### config.mk
export PLATFORM = sky130hd
export DESIGN_NAME = button_input_encoder
export DESIGN_NICKNAME = d
export VERILOG_FILES = /design/src/rtl/genius_pkg.sv /design/src/rtl/button_debounce.sv /design/src/rtl/button_input_encoder.sv
export SDC_FILE = /design/constraint.sdc
export NUM_CORES = 1
export LEC_CHECK = 0
export CAP_MARGIN = 10
export CORE_UTILIZATION = 57
export DETAILED_ROUTE_END_ITERATION = 6
export GPL_TIMING_DRIVEN = 0
export PLACE_DENSITY = 0.81
export SYNTH_ARGS = -nofsm -noshare
export SYNTH_HDL_FRONTEND = slang
export SYNTH_SLANG_ARGS = --single-unit
export TNS_END_PERCENT = 10
### constraint.sdc
create_clock -name clk -period 5.5 [get_ports clk]
set_clock_uncertainty 0.05 [all_clocks]
set_input_delay 1.1 -clock clk [delete_from_list [all_inputs] [get_ports clk]]
set_output_delay 1.1 -clock clk [all_outputs]
set_load 0.01 [all_outputs]
### src/rtl/genius_pkg.sv
// Shared types and constants for the Genius game input path.
package genius_pkg;

   typedef logic [1:0] color_t;

   localparam color_t COLOR_GREEN  = 2'd0;
   localparam color_t COLOR_RED    = 2'd1;
   localparam color_t COLOR_YELLOW = 2'd2;
   localparam color_t COLOR_BLUE   = 2'd3;

   localparam int unsigned NUM_COLORS = 4;

   typedef enum logic {IDLE, HELD} enc_state_t;

   // Colour code of the lowest set button; only meaningful when exactly one bit is set.
   function automatic color_t encode_color(input logic [NUM_COLORS-1:0] btn);
      color_t code;
      code = COLOR_GREEN;
      for (int i = NUM_COLORS - 1; i >= 0; i--) begin
         if (btn[i]) code = color_t'(i);
      end
      return code;
   endfunction

   // Number of buttons currently pressed.
   function automatic logic [2:0] count_pressed(input logic [NUM_COLORS-1:0] btn);
      logic [2:0] n;
      n = 3'd0;
      for (int i = 0; i < NUM_COLORS; i++) begin
         n = n + 3'(btn[i]);
      end
      return n;
   endfunction

endpackage

### src/rtl/button_debounce.sv
// One-bit synchroniser followed by a counter-based debouncer.
module button_debounce #(
   parameter int unsigned SYNC_STAGES     = 2,
   parameter int unsigned DEBOUNCE_CYCLES = 16
) (
   input  logic clk,
   input  logic rst,
   input  logic btn_raw_i,
   output logic stable_o
);

   localparam int unsigned CW = $clog2(DEBOUNCE_CYCLES);

   logic [SYNC_STAGES-1:0] sync_q;
   logic [CW-1:0]          cnt_q, cnt_d;
   logic                   stable_q, stable_d;
   logic                   sync_bit;

   assign sync_bit = sync_q[SYNC_STAGES-1];

   // Shift the raw level through the synchroniser chain.
   always_ff @(posedge clk) begin
      if (rst) sync_q <= '0;
      else     sync_q <= {sync_q[SYNC_STAGES-2:0], btn_raw_i};
   end

   // Count consecutive disagreeing cycles; flip the stable level after a full run.
   always_comb begin
      cnt_d    = cnt_q;
      stable_d = stable_q;
      if (sync_bit == stable_q) begin
         cnt_d = '0;
      end else if (cnt_q == CW'(DEBOUNCE_CYCLES - 1)) begin
         stable_d = ~stable_q;
         cnt_d    = '0;
      end else begin
         cnt_d = cnt_q + CW'(1);
      end
   end

   // Debounce state registers.
   always_ff @(posedge clk) begin
      if (rst) begin
         cnt_q    <= '0;
         stable_q <= 1'b0;
      end else begin
         cnt_q    <= cnt_d;
         stable_q <= stable_d;
      end
   end

   assign stable_o = stable_q;

endmodule

### src/rtl/button_input_encoder.sv
// Debounces four colour buttons and encodes one accepted press per full release.
// Optional inactivity timeout enabled by defining GENIUS_INPUT_TIMEOUT_EN.
module button_input_encoder
   import genius_pkg::*;
#(
   parameter int unsigned DEBOUNCE_CYCLES = 16,
   parameter int unsigned SYNC_STAGES     = 2,
   parameter int unsigned TIMEOUT_CYCLES  = 1000
) (
   input  logic                  clk,
   input  logic                  rst,
   input  logic [NUM_COLORS-1:0] btn_raw,
   input  logic                  enable,
   output color_t                player_input,
   output logic                  input_ready,
   output logic                  multi_press_err,
   output logic [NUM_COLORS-1:0] btn_led,
   output logic                  timeout
);

   if (DEBOUNCE_CYCLES < 2 || SYNC_STAGES < 2 || TIMEOUT_CYCLES < 1) begin : g_bad_params
      $error("button_input_encoder: illegal parameter values");
   end

   logic [NUM_COLORS-1:0] stable;
   logic [2:0]            n_pressed;
   color_t                press_code;

   enc_state_t state_q;
   color_t     player_input_q;
   logic       input_ready_q;
   logic       multi_press_err_q;

   for (genvar i = 0; i < NUM_COLORS; i++) begin : g_deb
      button_debounce #(
         .SYNC_STAGES    (SYNC_STAGES),
         .DEBOUNCE_CYCLES(DEBOUNCE_CYCLES)
      ) u_deb (
         .clk      (clk),
         .rst      (rst),
         .btn_raw_i(btn_raw[i]),
         .stable_o (stable[i])
      );
   end

   // Classify the debounced button set.
   always_comb begin
      n_pressed  = count_pressed(stable);
      press_code = encode_color(stable);
   end

   // Accept at most one press per full release; stale or multi presses are consumed in HELD.
   always_ff @(posedge clk) begin
      if (rst) begin
         state_q           <= IDLE;
         player_input_q    <= COLOR_GREEN;
         input_ready_q     <= 1'b0;
         multi_press_err_q <= 1'b0;
      end else begin
         input_ready_q     <= 1'b0;
         multi_press_err_q <= 1'b0;
         case (state_q)
            IDLE: begin
               if (stable != '0) begin
                  state_q <= HELD;
                  if (enable) begin
                     if (n_pressed == 3'd1) begin
                        player_input_q <= press_code;
                        input_ready_q  <= 1'b1;
                     end else begin
                        multi_press_err_q <= 1'b1;
                     end
                  end
               end
            end
            HELD: begin
               if (stable == '0) state_q <= IDLE;
            end
            default: state_q <= IDLE;
         endcase
      end
   end

   assign player_input    = player_input_q;
   assign input_ready     = input_ready_q;
   assign multi_press_err = multi_press_err_q;
   assign btn_led         = stable;

`ifdef GENIUS_INPUT_TIMEOUT_EN
   localparam int unsigned TW = (TIMEOUT_CYCLES > 1) ? $clog2(TIMEOUT_CYCLES) : 1;

   logic [TW-1:0] to_cnt_q;
   logic          timeout_q;

   // Count idle cycles while the controller waits; any press or disable restarts the count.
   always_ff @(posedge clk) begin
      if (rst) begin
         to_cnt_q  <= '0;
         timeout_q <= 1'b0;
      end else begin
         timeout_q <= 1'b0;
         if (state_q != IDLE || !enable || stable != '0) begin
            to_cnt_q <= '0;
         end else if (to_cnt_q == TW'(TIMEOUT_CYCLES - 1)) begin
            to_cnt_q  <= '0;
            timeout_q <= 1'b1;
         end else begin
            to_cnt_q <= to_cnt_q + TW'(1);
         end
      end
   end

   assign timeout = timeout_q;
`else
   assign timeout = 1'b0;
`endif

endmodule

* Word level (Yosys, flattened, before mapping)
Cells that the tools add are included.
** Word-level totals
- Input port bits :: 7
- Register bits :: 33
- Logic and storage cells :: 64
** Operators by class
- Multiplexer cells :: 9
- Bitwise operators :: 11
- Add/sub/neg operators :: 7
- Reduce and logical (&&, ||, !) cells :: 12
- Equal/unequal tests :: 9
** Operators by type and width (count)
- $add 4x1->4 const B :: 4
- $eq 4x4->1 const B :: 4
- $reduce_or 3->1 :: 4
- $not 1->1 :: 11
- $mux 2 :: 4
- $reduce_and 2->1 :: 4
- $eq 1x1->1 :: 4
- $logic_not 4->1 :: 1
- $mux 1 :: 4
- $reduce_and 4->1 :: 1
- $reduce_bool 4->1 :: 1
- $reduce_or 4->1 :: 1
- $add 2x1->3 :: 1
- $add 3x1->3 :: 1
- $eq 3x1->1 const B :: 1
- $add 1x1->2 :: 1
- $pmux 1 s2 :: 1

* Depth between registers and ports, before layout
Gate-level depths: netlist (run 1).
- Word-level depth :: 5
- Mapped depth :: 8
- Depth with buffers taken out :: 8

* Hierarchy
A second synthesis (run 1) with hierarchy kept.
** Unflattened totals
- Cell total of the unflattened synthesis :: 125
- Area, all modules :: 1300.0 um^2
** Modules (own cells, without submodules)
- button_debounce :: area each 247.7 um^2, cells an instance 23, times used 4
- button_input_encoder :: area each 309.0 um^2, cells an instance 33, times used 1

* Least setup slack after synthesis (run 1)
OpenSTA, ideal clock, no wires.
- Path type :: register to register
- From :: register g_deb[0].u_deb.stable_q
- To :: register player_input_q[0] (netlist: player_input[0])
- Data arrival time :: 2168 ps
- Path slack :: 3210 ps
- Path buffers :: 0
- Setup time :: 72 ps
- Required time :: 5378 ps
- Cell stages (with the launch flop) :: 9
- Path through :: dfxtp_1 inv_1 fa_1 inv_1 ha_1 ha_1 nor3b_1 o311a_1 mux2i_1
** Between the ends
- Word-level cells in the longest chain between the ends :: 5
** RTL lines
- from (decl) :: RTL line button_debounce.sv:16 : logic stable_q, stable_d;
- from (signal assigned) :: RTL line button_debounce.sv:48 : stable_q <= stable_d;
- $add 1x1->2 :: RTL line genius_pkg.sv:30 : n = n + 3'(btn[i]);
- $add 2x1->3 :: RTL line genius_pkg.sv:30
- $add 3x1->3 :: RTL line genius_pkg.sv:30
- $eq 3x1->1 :: RTL line button_input_encoder.sv:67 : if (n_pressed == 3'd1) begin
- $reduce_and 4->1 (no line)
- to (signal assigned) :: RTL line button_input_encoder.sv:68 : player_input_q <= press_code;
- to (decl) :: RTL line button_input_encoder.sv:30 : color_t player_input_q;
Several ways; a longest one is shown, not always the timed one.
A chain may end at the register's enable or synchronous reset.

* Final worst setup path (run 1)
- From :: register g_deb[2].u_deb.stable_q
- To :: output btn_led[2]
** RTL lines
- from (decl) :: RTL line button_debounce.sv:16
- from (signal assigned) :: RTL line button_debounce.sv:48
- to (decl) :: RTL line button_input_encoder.sv:17 : output logic [NUM_COLORS-1:0] btn_led,
No word-level cell between the ends.

==> results summary, run 1 <==
In this run the worst setup path begins at g_deb[2].u_deb.stable_o$_SDFFE_PP0P_. The setup-violating endpoint count in the final report is 0. The net switching power figure came out at 80.5 uW. Across the run, the number of max-cap violations was 0. In the final layout, the share of cells above drive strength 1 is 9.15%. The number of iterations in the first detailed-routing pass came out at 4.

The switching part of the total came out at 21.1%. Broken down by cell family, the worst path's largest delay share belongs to buffers and inverters. The post-detailed-placement half-perimeter wirelength came out at around 1.4 mm.

The maximum count of clock buffers along a single path is 2. Wires add up to 1.95 mm. In this run the vertical extent of the chip is 50.1 microns. The area of the multi-input gates is 571 sq um. The worst-case IR drop observed on VDD is 0.167 mV. Once layout is complete, the utilization of the core stands at 70.4%. The power share of the sequential group came out at 63.9%. The worst path required time is 4350 ps. Measured along the x axis, the die boundary spans 50.1 microns.

The total core area is 2190 sq um. The run finished with clean final reports. The count of pins on the block boundary is 16.

The Yosys step of the flow raised 0 warnings. The routed metal-1 wire length is 850 microns. The final count of hold timing violations came to 0.

The number of nets handed over by synthesis was 146. The post-route DRC violation count is 0. The initial core utilization came out at roughly three fifths. The total negative setup slack is 0 ps. The layout overhead on the synthesized area is 17.0%. The synthesized instance count is 131.

The cell area that synthesis handed to floorplanning was 1320 sq um. The proportion of register bits with asynchronous set or reset after synthesis came out at 0%. The post-cts hold buffer count is 0. Counting distinct cell types in the post-synthesis netlist gives 24. Setup repair after global routing left no endpoint under its margin. The antenna diode instance count came out at 0. The cell chosen for the clock root is sky130_fd_sc_hd__clkbuf_4.

The detailed-routed wire length on met2 came out at approximately 990 microns. The worst setup path is launched from a register. The site row count is 17. The number of enable flip-flop cells after synthesis is 0. The maximum number of pins on one net before global-route repair is 11.

The global-route wire length before repair is 3.39 mm. The clock network accounts for about 32% of the total power. The count of final max-slew check failures is 0. The largest single stage delay on the critical path is 520 ps. The CTS sink count came out at 33. The fmax is 0.382 GHz. Counting the buffers created by CTS gives 5.

The total met3 wirelength after detailed routing came out at roughly 75 microns. The final cell count without fillers is 181. The count of buffer and inverter cells on the critical path is 2. The number of filler cells placed in the layout is 154. The standby leakage power came out at approximately 0.00064 uW. TritonCTS built the clock tree.

After synthesis the netlist holds a flip-flop and latch count of 33. Routability-driven placement finished with a final weighted congestion of 0.732. Routed signal wires occupy layers up through met4.

The internal portion of the total power is 302 uW. In this run the mean area of a mapped cell was approximately 10 sq um. The register clock-pin slew on the reported worst setup and hold paths is about 90 ps. The critical path goes through buf_4 -> clkdlybuf4s50_1. The number of placed instances, taps included, is 173.

Across every metal layer, demand over resource in global routing totals between 10% and 20%. The number of nets with antenna violations after routing is 0. The worst setup path is of the register to primary output kind. The power per cell area is between 200 and 250 nW/um^2.

The violation count after the first detailed-route iteration came out at 9. The number of cells upsized or downsized after cts came out at 0. Along the worst path, the maximum fanout reaches 7. Summing the sequential cell areas from Yosys gives 50.1% of the chip area. In this run the worst hold path is classified as register to register. The floorplan step defined a die boundary enclosing 2510 sq um. In the finished design, the share of the clock period the worst path needs comes to 47.6%. The insertion delay of the later-clocked pin in the worst-skew pair is 320 ps. The H-tree depth reported by CTS came out at 2. The worst setup path is captured at a primary output. In this run the critical register-to-register path is launched from g_deb[0].u_deb.stable_o$_SDFFE_PP0P_.

The minimum clock period is 2620 ps. The buffers inserted during post-CTS setup optimization is 0. The via count of the first global-routing pass is 846. The worst reg-to-reg setup slack came out at 2930 ps. In this run the tool buffered the top-level ports with 14 buffer cells.

The mean number of vias per cell is between 4 and 5. Dividing the detail-routed wire length by the instance count gives 10.8 microns. Summing over every cut layer, the via total after detailed routing is between 800 and 900. The library cell used most frequently in the layout, excluding fill and tap cells, is sky130_fd_sc_hd__dfxtp_1. The library cells used most frequently in the layout, excluding fill and tap cells, are 33 x sky130_fd_sc_hd__dfxtp_1, 22 x sky130_fd_sc_hd__nor2_1, 14 x sky130_fd_sc_hd__clkdlybuf4s50_1. The number of nets at the end of the flow came out at 167. For this run, the leading register cell type out of synthesis is sky130_fd_sc_hd__dfxtp_1. The combinational share of power is 3.8%. The highest-delay cell along the critical path is sky130_fd_sc_hd__clkdlybuf4s50_1.

The global-route congestion overflow total is 0. The number of antenna violations at the first check in global routing was 0. STA puts the critical path data arrival time at 1470 ps.

The total area of sequential cells came out at about 660 sq um. The hold path startpoint is g_deb[2].u_deb.sync_q[0]$_SDFF_PP0_.
-- routing by layer --
metal	vias up	GRT usage [%]
li1	452	-
met1	397	19.8
met4	0	11.4
met3	5	6.48
met2	19	30.9
met5	-	0
-- sequential cells by signal, indices dropped and copies added (netlist names) --
| register | flops |
|---|---|
| g_deb.u_deb.cnt_q | 16 |
| player_input | 2 |
| multi_press_err | 1 |
| state_q | 1 |
| g_deb.u_deb.stable_o | 4 |
| input_ready | 1 |
| g_deb.u_deb.sync_q | 8 |
-- cell families (layout without fill, tap and decap cells) --
family / count (synthesis) / in the layout / share of synthesized area (%)
AND/OR/NAND/NOR: 50 / 50 / 20.9
flip-flops: 33 / 33 / 50.1
buffers and inverters: 18 / 40 / 6.55
XOR/XNOR: 12 / 12 / 7.98
adder cells (fa/ha/maj): 8 / 8 / 8.17
multiplexers: 5 / 5 / 3.80
AO/OA/AOI/OAI: 4 / 4 / 2.18
other: 1 / 1 / 0.285
-- metrics by stage --
step	setup WS [ps]	total power (uW)	instance area (sq um)	hold slack, ps
2_1_floorplan	3210	258	1320	364
3_3_place_gp	3020	263	1490	367
3_5_place_dp	2990	264	1490	372
4_1_cts	2860	386	1540	393
5_1_grt	2680	399	1540	406
6_report	2880	382	1540	392
-- layout make-up --
| class | instances | share of cell area, % |
|---|---|---|
| buffer | 7 | 2.92 |
| clock buffer | 8 | 3.17 |
| inverter | 11 | 2.68 |
| multi-input combinational | 80 | 37.0 |
| sequential | 33 | 42.9 |
| tap | 28 | 2.27 |
| timing repair buffer | 14 | 9.09 |
-- synth_stat cells (2+ instances only) --
cell	count	area share [%]
sky130_fd_sc_hd__xnor2_1	8	5.3
sky130_fd_sc_hd__xor2_1	4	2.7
sky130_fd_sc_hd__mux2i_1	5	3.8
sky130_fd_sc_hd__dfxtp_1	33	50
sky130_fd_sc_hd__ha_1	7	6.6
sky130_fd_sc_hd__and3_1	5	2.4
sky130_fd_sc_hd__inv_1	11	3.1
sky130_fd_sc_hd__buf_4	5	2.8
sky130_fd_sc_hd__clkbuf_1	2	0.57
sky130_fd_sc_hd__nor2_1	22	6.3
sky130_fd_sc_hd__or3_4	4	3.4
sky130_fd_sc_hd__nor2b_1	10	4.7
sky130_fd_sc_hd__nand3_1	4	1.5
-- final timing paths --
kind | endpoint | depth (start not counted)
max | btn_led[2] | 2
min | g_deb[2].u_deb.sync_q[1]$_SDFF_PP0_ | 1
max reg2reg | player_input[0]$_SDFFE_PP0P_ | 8
min reg2reg | g_deb[2].u_deb.sync_q[1]$_SDFF_PP0_ | 1
-- power groups by stage --
stage	Clock [uW]	Sequential, uW	Combinational [uW]
after floorplan	0	249	8.42
after CTS	127	244	14.6
after global placement	0	249	13.8
after global routing	138	245	16.0
final	124	244	14.4
after detailed placement	0	250	14.5
No activity file was read; power rests on OpenSTA's default activity.
==> inputs of run 2 (changes only) <==
--- a/config.mk
+++ b/config.mk
@@ -6,10 +6,10 @@
 export NUM_CORES = 1
 export LEC_CHECK = 0
 export CAP_MARGIN = 10
-export CORE_UTILIZATION = 57
+export CORE_UTILIZATION = 48
 export DETAILED_ROUTE_END_ITERATION = 6
 export GPL_TIMING_DRIVEN = 0
-export PLACE_DENSITY = 0.81
+export PLACE_DENSITY = 0.73
 export SYNTH_ARGS = -nofsm -noshare
 export SYNTH_HDL_FRONTEND = slang
 export SYNTH_SLANG_ARGS = --single-unit
==> constraint.sdc (replaced) <==
create_clock -name clk -period 2.2 [get_ports clk]
set_clock_uncertainty 0.05 [all_clocks]
set_input_delay 0.44 -clock clk [delete_from_list [all_inputs] [get_ports clk]]
set_output_delay 0.44 -clock clk [all_outputs]
set_load 0.01 [all_outputs]
==> run 2 against run 1 <==
Net effect: sequential cell count unchanged; worst hold slack worse by 2.8 ps; non-clock buffer count rose by 3; routed wire length grew 3.1%; combinational power rose by 150%; register-to-register slack worse by 2800 ps; largest cell class unchanged.
==> results summary, run 2 (synthesis results as in run 1) <==
The post-cts hold buffer count came out at 0. Timing would allow up to 0.473 GHz. In the global route stage, overall resource usage came out at between 10% and 20%.

Entering global routing, the biggest net connects 12 pins. Of all nets on the critical path, the largest fanout is 2. No sink is reached through more buffers than the 2 on the longest clock path. The CTS sink count came out at 33.

The H-tree depth reported by CTS came out at 2. The routability-driven placement congestion ratio is 0.774. The total number of vias is 889. The worst path required time is 2420 ps.

The pre-CTS setup slack is -177 ps. Across all setup checks in the final design, the least slack found is 85.4 ps. The total met3 wirelength after detailed routing came out at 75 microns.

The flow ran to the end, and the final reports show no timing, DRC or antenna violations. The number of iterations in the first detailed-routing pass came out at 2. The post-route DRC violation count came out at 0.

The number of port buffers came out at 14. The register clock-pin slew on the reported worst setup and hold paths came out at 110 ps. More flip-flops sit in one register than any other, and that register is g_deb.u_deb.cnt_q. The die outline area came out at between 2000 and 3000 sq um. The initial utilization of the core area, before any placement, comes to between 50% and 60%.

The count of final max-slew check failures came out at 0. The post-detailed-placement half-perimeter wirelength is between 1 and 1.5 mm. The number of clock buffers inserted by TritonCTS is 5. The global-route wire length before repair is approximately 3.4 mm. The final count of hold timing violations is 0. The cell chosen for the clock root is sky130_fd_sc_hd__clkbuf_4. The library cells used most frequently in the layout, excluding fill and tap cells, are 30 x sky130_fd_sc_hd__dfxtp_1, 22 x sky130_fd_sc_hd__nor2_1, 14 x sky130_fd_sc_hd__clkdlybuf4s50_1. The data arrival time of the worst path came out at approximately 2300 ps. The number of maximum-capacitance violations came out at 0.

The number of cells traversed by the worst register-to-register path came out at 8. After floorplanning, the core was divided into 18 placement rows. Internal power comes to 744 uW.

The setup-violating endpoint count in the final report is 0. The final critical path takes up 96.1% of the cycle. The maximum ir drop on the vdd rail is 0.497 mV. The die boundary width came out at 54.4 microns. The TritonCTS clock tree is done. The ratio of cells with drive above 1 in the final layout is 17.3%.

The type of the worst setup path is register to register. The worst setup path is launched from a register. The via count of the first global-routing pass is 876. The flip-flop count of the largest register after layout is 16. The power per cell area came out at roughly 600 nW/um^2.

The standby leakage power is 0.000661 uW. In this run the remaining antenna-violating nets after routing total 0. The combinational share of power came out at 3.7%. Counting instances, the worst hold path has a depth of 1.

The violation count after the first detailed-route iteration is 8. The global-route congestion overflow total is 0. The nature of the critical path endpoint is a register. Leaving out fill and tap cells, the most frequent cell in the layout is sky130_fd_sc_hd__dfxtp_1. The minimum clock period is 2110 ps.

The layout overhead on the synthesized area came out at 22.2%. The power share of the sequential group came out at ~63%. The switching part of the total is 23.3%.

Per report_power, the clock group accounts for 33.7% of the total. The net switching power figure is 226 uW. The final routed wirelength across all metal layers is 2.01 mm. Detailed routing placed a total of approximately 1.0 mm of wire on met2. The insertion delay of the later-clocked pin in the worst-skew pair is 330 ps. The chip height is 54.4 microns. In this run the standard cell core region covers between 2000 and 3000 sq um. The cell area after placement is approximately 1500 sq um. The worst hold slack after final layout is 389 ps. In this run the worst hold path is classified as register to register. The number of placed instances, taps included came out at 175.

The highest metal layer carrying signal wires in the routed design is met4. The final non-filler cell area is 1610 sq um. The routed metal-1 wire length came out at 860 microns. For this design the top-level I/O count stands at 16.

The mean number of vias per cell is 4.78. The net count of the finished layout is 170. The finished layout holds between 150 and 200 standard cells, fillers aside. The average routed wire per standard cell came out at 10.8 microns.

The antenna diode instance count came out at 0. The number of antenna violations at the first check in global routing came out at 0.
[run 2: cell types whose count changed in the layout (fill, tap and decap cells not counted), sizes merged]
cell,before,now
clkinv,0,2
clkinvlp,0,1
buf,5,8
clkbuf,10,7
[run 2: layout make-up]
cell class	count	area, sq um
tap	30	37.5
fill	239	935
multi-input combinational	80	597
clock inverter	3	17.5
buffer	7	45.0
clock buffer	5	37.5
sequential	33	672
timing repair buffer	17	163
inverter	11	41.3
[run 2: repair_timing]
action / CTS / global route
gates cloned: 0 / 0
pin swaps: 2 / 1
endpoints found under the setup margin: 2 / 2
gates resized for setup: 8 / 2
setup buffers: 3 / 0
[run 2: final timing paths]
check                                                           from                             endpoint  slack (ps)
worst min register to register   g_deb[0].u_deb.sync_q[0]$_SDFF_PP0_  g_deb[0].u_deb.sync_q[1]$_SDFF_PP0_         390
worst max register to register  g_deb[1].u_deb.stable_o$_SDFFE_PP0P_         player_input[0]$_SDFFE_PP0P_          90
worst min-delay path             g_deb[0].u_deb.sync_q[0]$_SDFF_PP0_  g_deb[0].u_deb.sync_q[1]$_SDFF_PP0_         390
worst max-delay path            g_deb[1].u_deb.stable_o$_SDFFE_PP0P_         player_input[0]$_SDFFE_PP0P_          90
[run 2: worst max-delay path, cell delays in order (launching register included)]
cell	delay [ps]
sky130_fd_sc_hd__dfxtp_4	360
sky130_fd_sc_hd__inv_1	60
sky130_fd_sc_hd__fa_1	500
sky130_fd_sc_hd__inv_1	40
sky130_fd_sc_hd__ha_2	180
sky130_fd_sc_hd__ha_4	240
sky130_fd_sc_hd__nor3b_4	180
sky130_fd_sc_hd__o311a_1	240
sky130_fd_sc_hd__mux2i_1	190
[run 2: metrics by stage]
| step | TNS (ps) | utilization (%) | power (uW) |
|---|---|---|---|
| finish | 0 | 63.3 | 970 |
| global route | -2.04 | 63.3 | 1020 |
| CTS | 0 | 62.5 | 987 |
| detailed placement | -314 | 58.9 | 660 |
| global placement | -252 | 58.9 | 658 |
| floorplan | 0 | - | 644 |
[run 2: power groups by stage]
stage / Sequential (uW) / Combinational, uW / Clock, uW
finish: 607 / 35.9 / 327
global route: 608 / 40.1 / 369
CTS: 607 / 36.3 / 344
detailed placement: 624 / 36.0 / 0
global placement: 624 / 34.8 / 0
floorplan: 623 / 21.1 / 0
[run 2: per-layer routing]
layer	vias to the layer above	GRT usage (%)
met4	0	11.5
met1	403	17.3
met3	6	5.83
met5	-	0
met2	17	30.5
li1	463	-
==> inputs of run 3 (changes only) <==
--- a/config.mk
+++ b/config.mk
@@ -6,10 +6,10 @@
 export NUM_CORES = 1
 export LEC_CHECK = 0
 export CAP_MARGIN = 10
-export CORE_UTILIZATION = 48
+export CORE_UTILIZATION = 45
 export DETAILED_ROUTE_END_ITERATION = 6
 export GPL_TIMING_DRIVEN = 0
-export PLACE_DENSITY = 0.73
+export PLACE_DENSITY = 0.69
 export SYNTH_ARGS = -nofsm -noshare
 export SYNTH_HDL_FRONTEND = slang
 export SYNTH_SLANG_ARGS = --single-unit
==> run 3 against run 2 <==
Net effect: critical path depth stayed put; total power is 14% higher; cell count is 1.6% higher; first-iteration DRC count is 25% higher; critical path type unchanged.
==> results summary, run 3 (synthesis results as in run 1) <==
The run finished with clean final reports. Following the worst setup path forward leads to its endpoint at player_input[0]$_SDFFE_PP0P_. The site row count is 19.

The maximum ir drop on the vdd rail came out at 0.621 mV. The register with the most flip-flops in the layout has 16 of them. The H-tree depth reported by CTS is 2. The register clock-pin slew on the reported worst setup and hold paths is 100 ps.

For this design, the slowest cell found on the critical path is sky130_fd_sc_hd__fa_1. The layout has 234 filler cells. The power per cell area came out at 664 nW/um^2.

The worst register-to-register path begins at g_deb[0].u_deb.stable_o$_SDFFE_PP0P_. The peak fanout along the critical path is 3. The violation count after the first detailed-route iteration is 10. The critical path goes through inv_4 -> fa_1 -> inv_2 -> ha_4 -> ha_4 -> nor3b_4 -> o311a_1 -> mux2i_1. Leaving out fill and tap cells, the most frequent cells in the layout are 30 x sky130_fd_sc_hd__dfxtp_1, 22 x sky130_fd_sc_hd__nor2_1, 14 x sky130_fd_sc_hd__clkdlybuf4s50_1. The number of maximum-capacitance violations came out at 0. The worst register-to-register path has a depth of 8. The final routed wirelength across all metal layers is 2.12 mm.

The final cell count without fillers came out at 189. The count of final max-slew check failures was 0. The final count of hold timing violations is 0. The average routed wire per standard cell is 11.2 microns. The total core area is 2760 sq um. 0 antenna diodes ended up in the layout. The number of hold buffers added after CTS was 0.

The maximum number of pins on one net before global-route repair is 11. The dominant delay contributor by cell family on the critical path is adder cells. The setup path with the least slack is of type register to register. For the finished layout, the period the worst path requires is 2130 ps. STA classifies the critical path endpoint as a register. The tree is rooted in a sky130_fd_sc_hd__clkbuf_4. The worst reg-to-reg setup slack came out at 70 ps. The floorplan step defined a die boundary enclosing between 3000 and 4000 sq um. The path type of the worst min-delay path is register to register. The most common cell after layout, fill and taps aside is sky130_fd_sc_hd__dfxtp_1.

The number of placed instances, taps included came out at about 180. The insertion delay of the later-clocked pin in the worst-skew pair came out at 320 ps. The total number of vias came out at 911.

The setup-violating endpoint count in the final report is 0. The number of clock buffers inserted by TritonCTS came out at 5. The CTS sink count is 33. The total stage count of the critical path is 8.

Dividing the detail-routed via count by the number of cells gives 4.82. Setup repair after global routing could not meet its margin everywhere. In the finished design, the share of the clock period the worst path needs comes to approximately 97%.

The number of antenna violations at the first check in global routing was 0. Data on the critical path arrives at its endpoint at between 2000 and 2500 ps. The worst path required time is 2410 ps.

The count of pins on the block boundary is 16. g_deb.u_deb.cnt_q holds more flip-flops than any other register. The post-route DRC violation count is 0. The routability-driven placement congestion ratio is 0.753. In this run the remaining antenna-violating nets after routing total 0. The number of nets at the end of the flow came out at 172. The critical path launch point type is a register. The ratio of cells with drive above 1 in the final layout came out at between 10% and 20%. Once the floorplan was initialized, standard cells occupied 47.8% of the core. The via count of the first global-routing pass is 906. The layout overhead on the synthesized area is 26.7%.

TritonCTS built the clock tree. The endpoint of the lowest-slack register-to-register path is player_input[0]$_SDFFE_PP0P_. Together, buffers and inverters on the worst path number 2. The global-route congestion overflow total came out at 0. The chip height came out at 56.1 microns. The longest individual stage delay on the worst path is 560 ps.

The maximum count of clock buffers along a single path is 2. The start point of the critical path is g_deb[0].u_deb.stable_o$_SDFFE_PP0P_. The cell area after placement is about 1500 sq um.

Detailed placement finished with a half-perimeter wire length of 1.42 mm. For this design the static power due to leakage is 0.000681 uW. The first global-routing pass estimated 3.61 mm of wire. Port buffering added 14 buffers. For this run, the total global-route usage over all layers was measured as 14.8%. Static timing analysis puts the maximum clock frequency at 0.470 GHz. The number of iterations in the first detailed-routing pass came out at 4. The die boundary width came out at ~56 microns. The final non-filler cell area is 1670 sq um. The most repeated library cell on the critical path is sky130_fd_sc_hd__ha_4.
[run 3: area by class of cell]
type	count	area (sq um)	share of cell area, %
clock buffer	7	55.1	3.30
buffer	7	45.0	2.70
sequential	33	672	40.3
inverter	11	43.8	2.62
multi-input combinational	80	607	36.4
timing repair buffer	19	178	10.6
clock inverter	1	30.0	1.80
tap	31	38.8	2.32
[run 3: metrics by stage]
step	total power (uW)	utilization, %	TNS [ps]	setup WS [ps]	hold WS [ps]
finish	1110	60.5	0	73.2	393
global route	1150	60.5	-46.4	-46.4	419
CTS	1120	59.3	0	2.07	395
detailed placement	660	54.4	-304	-170	374
global placement	659	54.4	-236	-137	369
floorplan	644	-	0	13.6	364
[run 3: worst min path at each step]
stage / depth (start not counted) / slack, ps / from / to
final: 1 / 390 / g_deb[3].u_deb.sync_q[0]$_SDFF_PP0_ / g_deb[3].u_deb.sync_q[1]$_SDFF_PP0_
after global placement: 1 / 370 / g_deb[1].u_deb.sync_q[0]$_SDFF_PP0_ / g_deb[1].u_deb.sync_q[1]$_SDFF_PP0_
after CTS: 1 / 400 / g_deb[3].u_deb.sync_q[0]$_SDFF_PP0_ / g_deb[3].u_deb.sync_q[1]$_SDFF_PP0_
after floorplan: 1 / 360 / g_deb[0].u_deb.sync_q[0]$_SDFF_PP0_ / g_deb[0].u_deb.sync_q[1]$_SDFF_PP0_
after global routing: 1 / 420 / g_deb[3].u_deb.sync_q[0]$_SDFF_PP0_ / g_deb[3].u_deb.sync_q[1]$_SDFF_PP0_
after detailed placement: 1 / 370 / g_deb[3].u_deb.sync_q[0]$_SDFF_PP0_ / g_deb[3].u_deb.sync_q[1]$_SDFF_PP0_
[run 3: what timing repair did]
| item | 4_1_cts | 5_1_grt |
|---|---|---|
| buffers inserted | 3 | 2 |
| endpoints found under the setup margin | 2 | 2 |
| pin swaps | 4 | 3 |
| resized for setup | 9 | 4 |
[run 3: metal layers]
metal,up-vias,global-route usage [%],wire [microns]
met1,415,16.4,956
li1,467,-,-
met3,5,5.12,109
met2,24,25.2,1020
met5,-,0,0
met4,0,7.32,35
[run 3: worst register-to-register path: stages (launching register included)]
cell and delay, ps:
sky130_fd_sc_hd__dfxtp_4 380, sky130_fd_sc_hd__inv_4 40, sky130_fd_sc_hd__fa_1 560, sky130_fd_sc_hd__inv_2 50, sky130_fd_sc_hd__ha_4 150, sky130_fd_sc_hd__ha_4 210
sky130_fd_sc_hd__nor3b_4 200, sky130_fd_sc_hd__o311a_1 230, sky130_fd_sc_hd__mux2i_1 190
[run 3: power by group]
group | leakage, uW | internal, uW | switching (uW)
logic | 0.000365 | 21.0 | 14.5
registers | 0.000270 | 602 | 4.37
clock network | 0.0000455 | 271 | 194
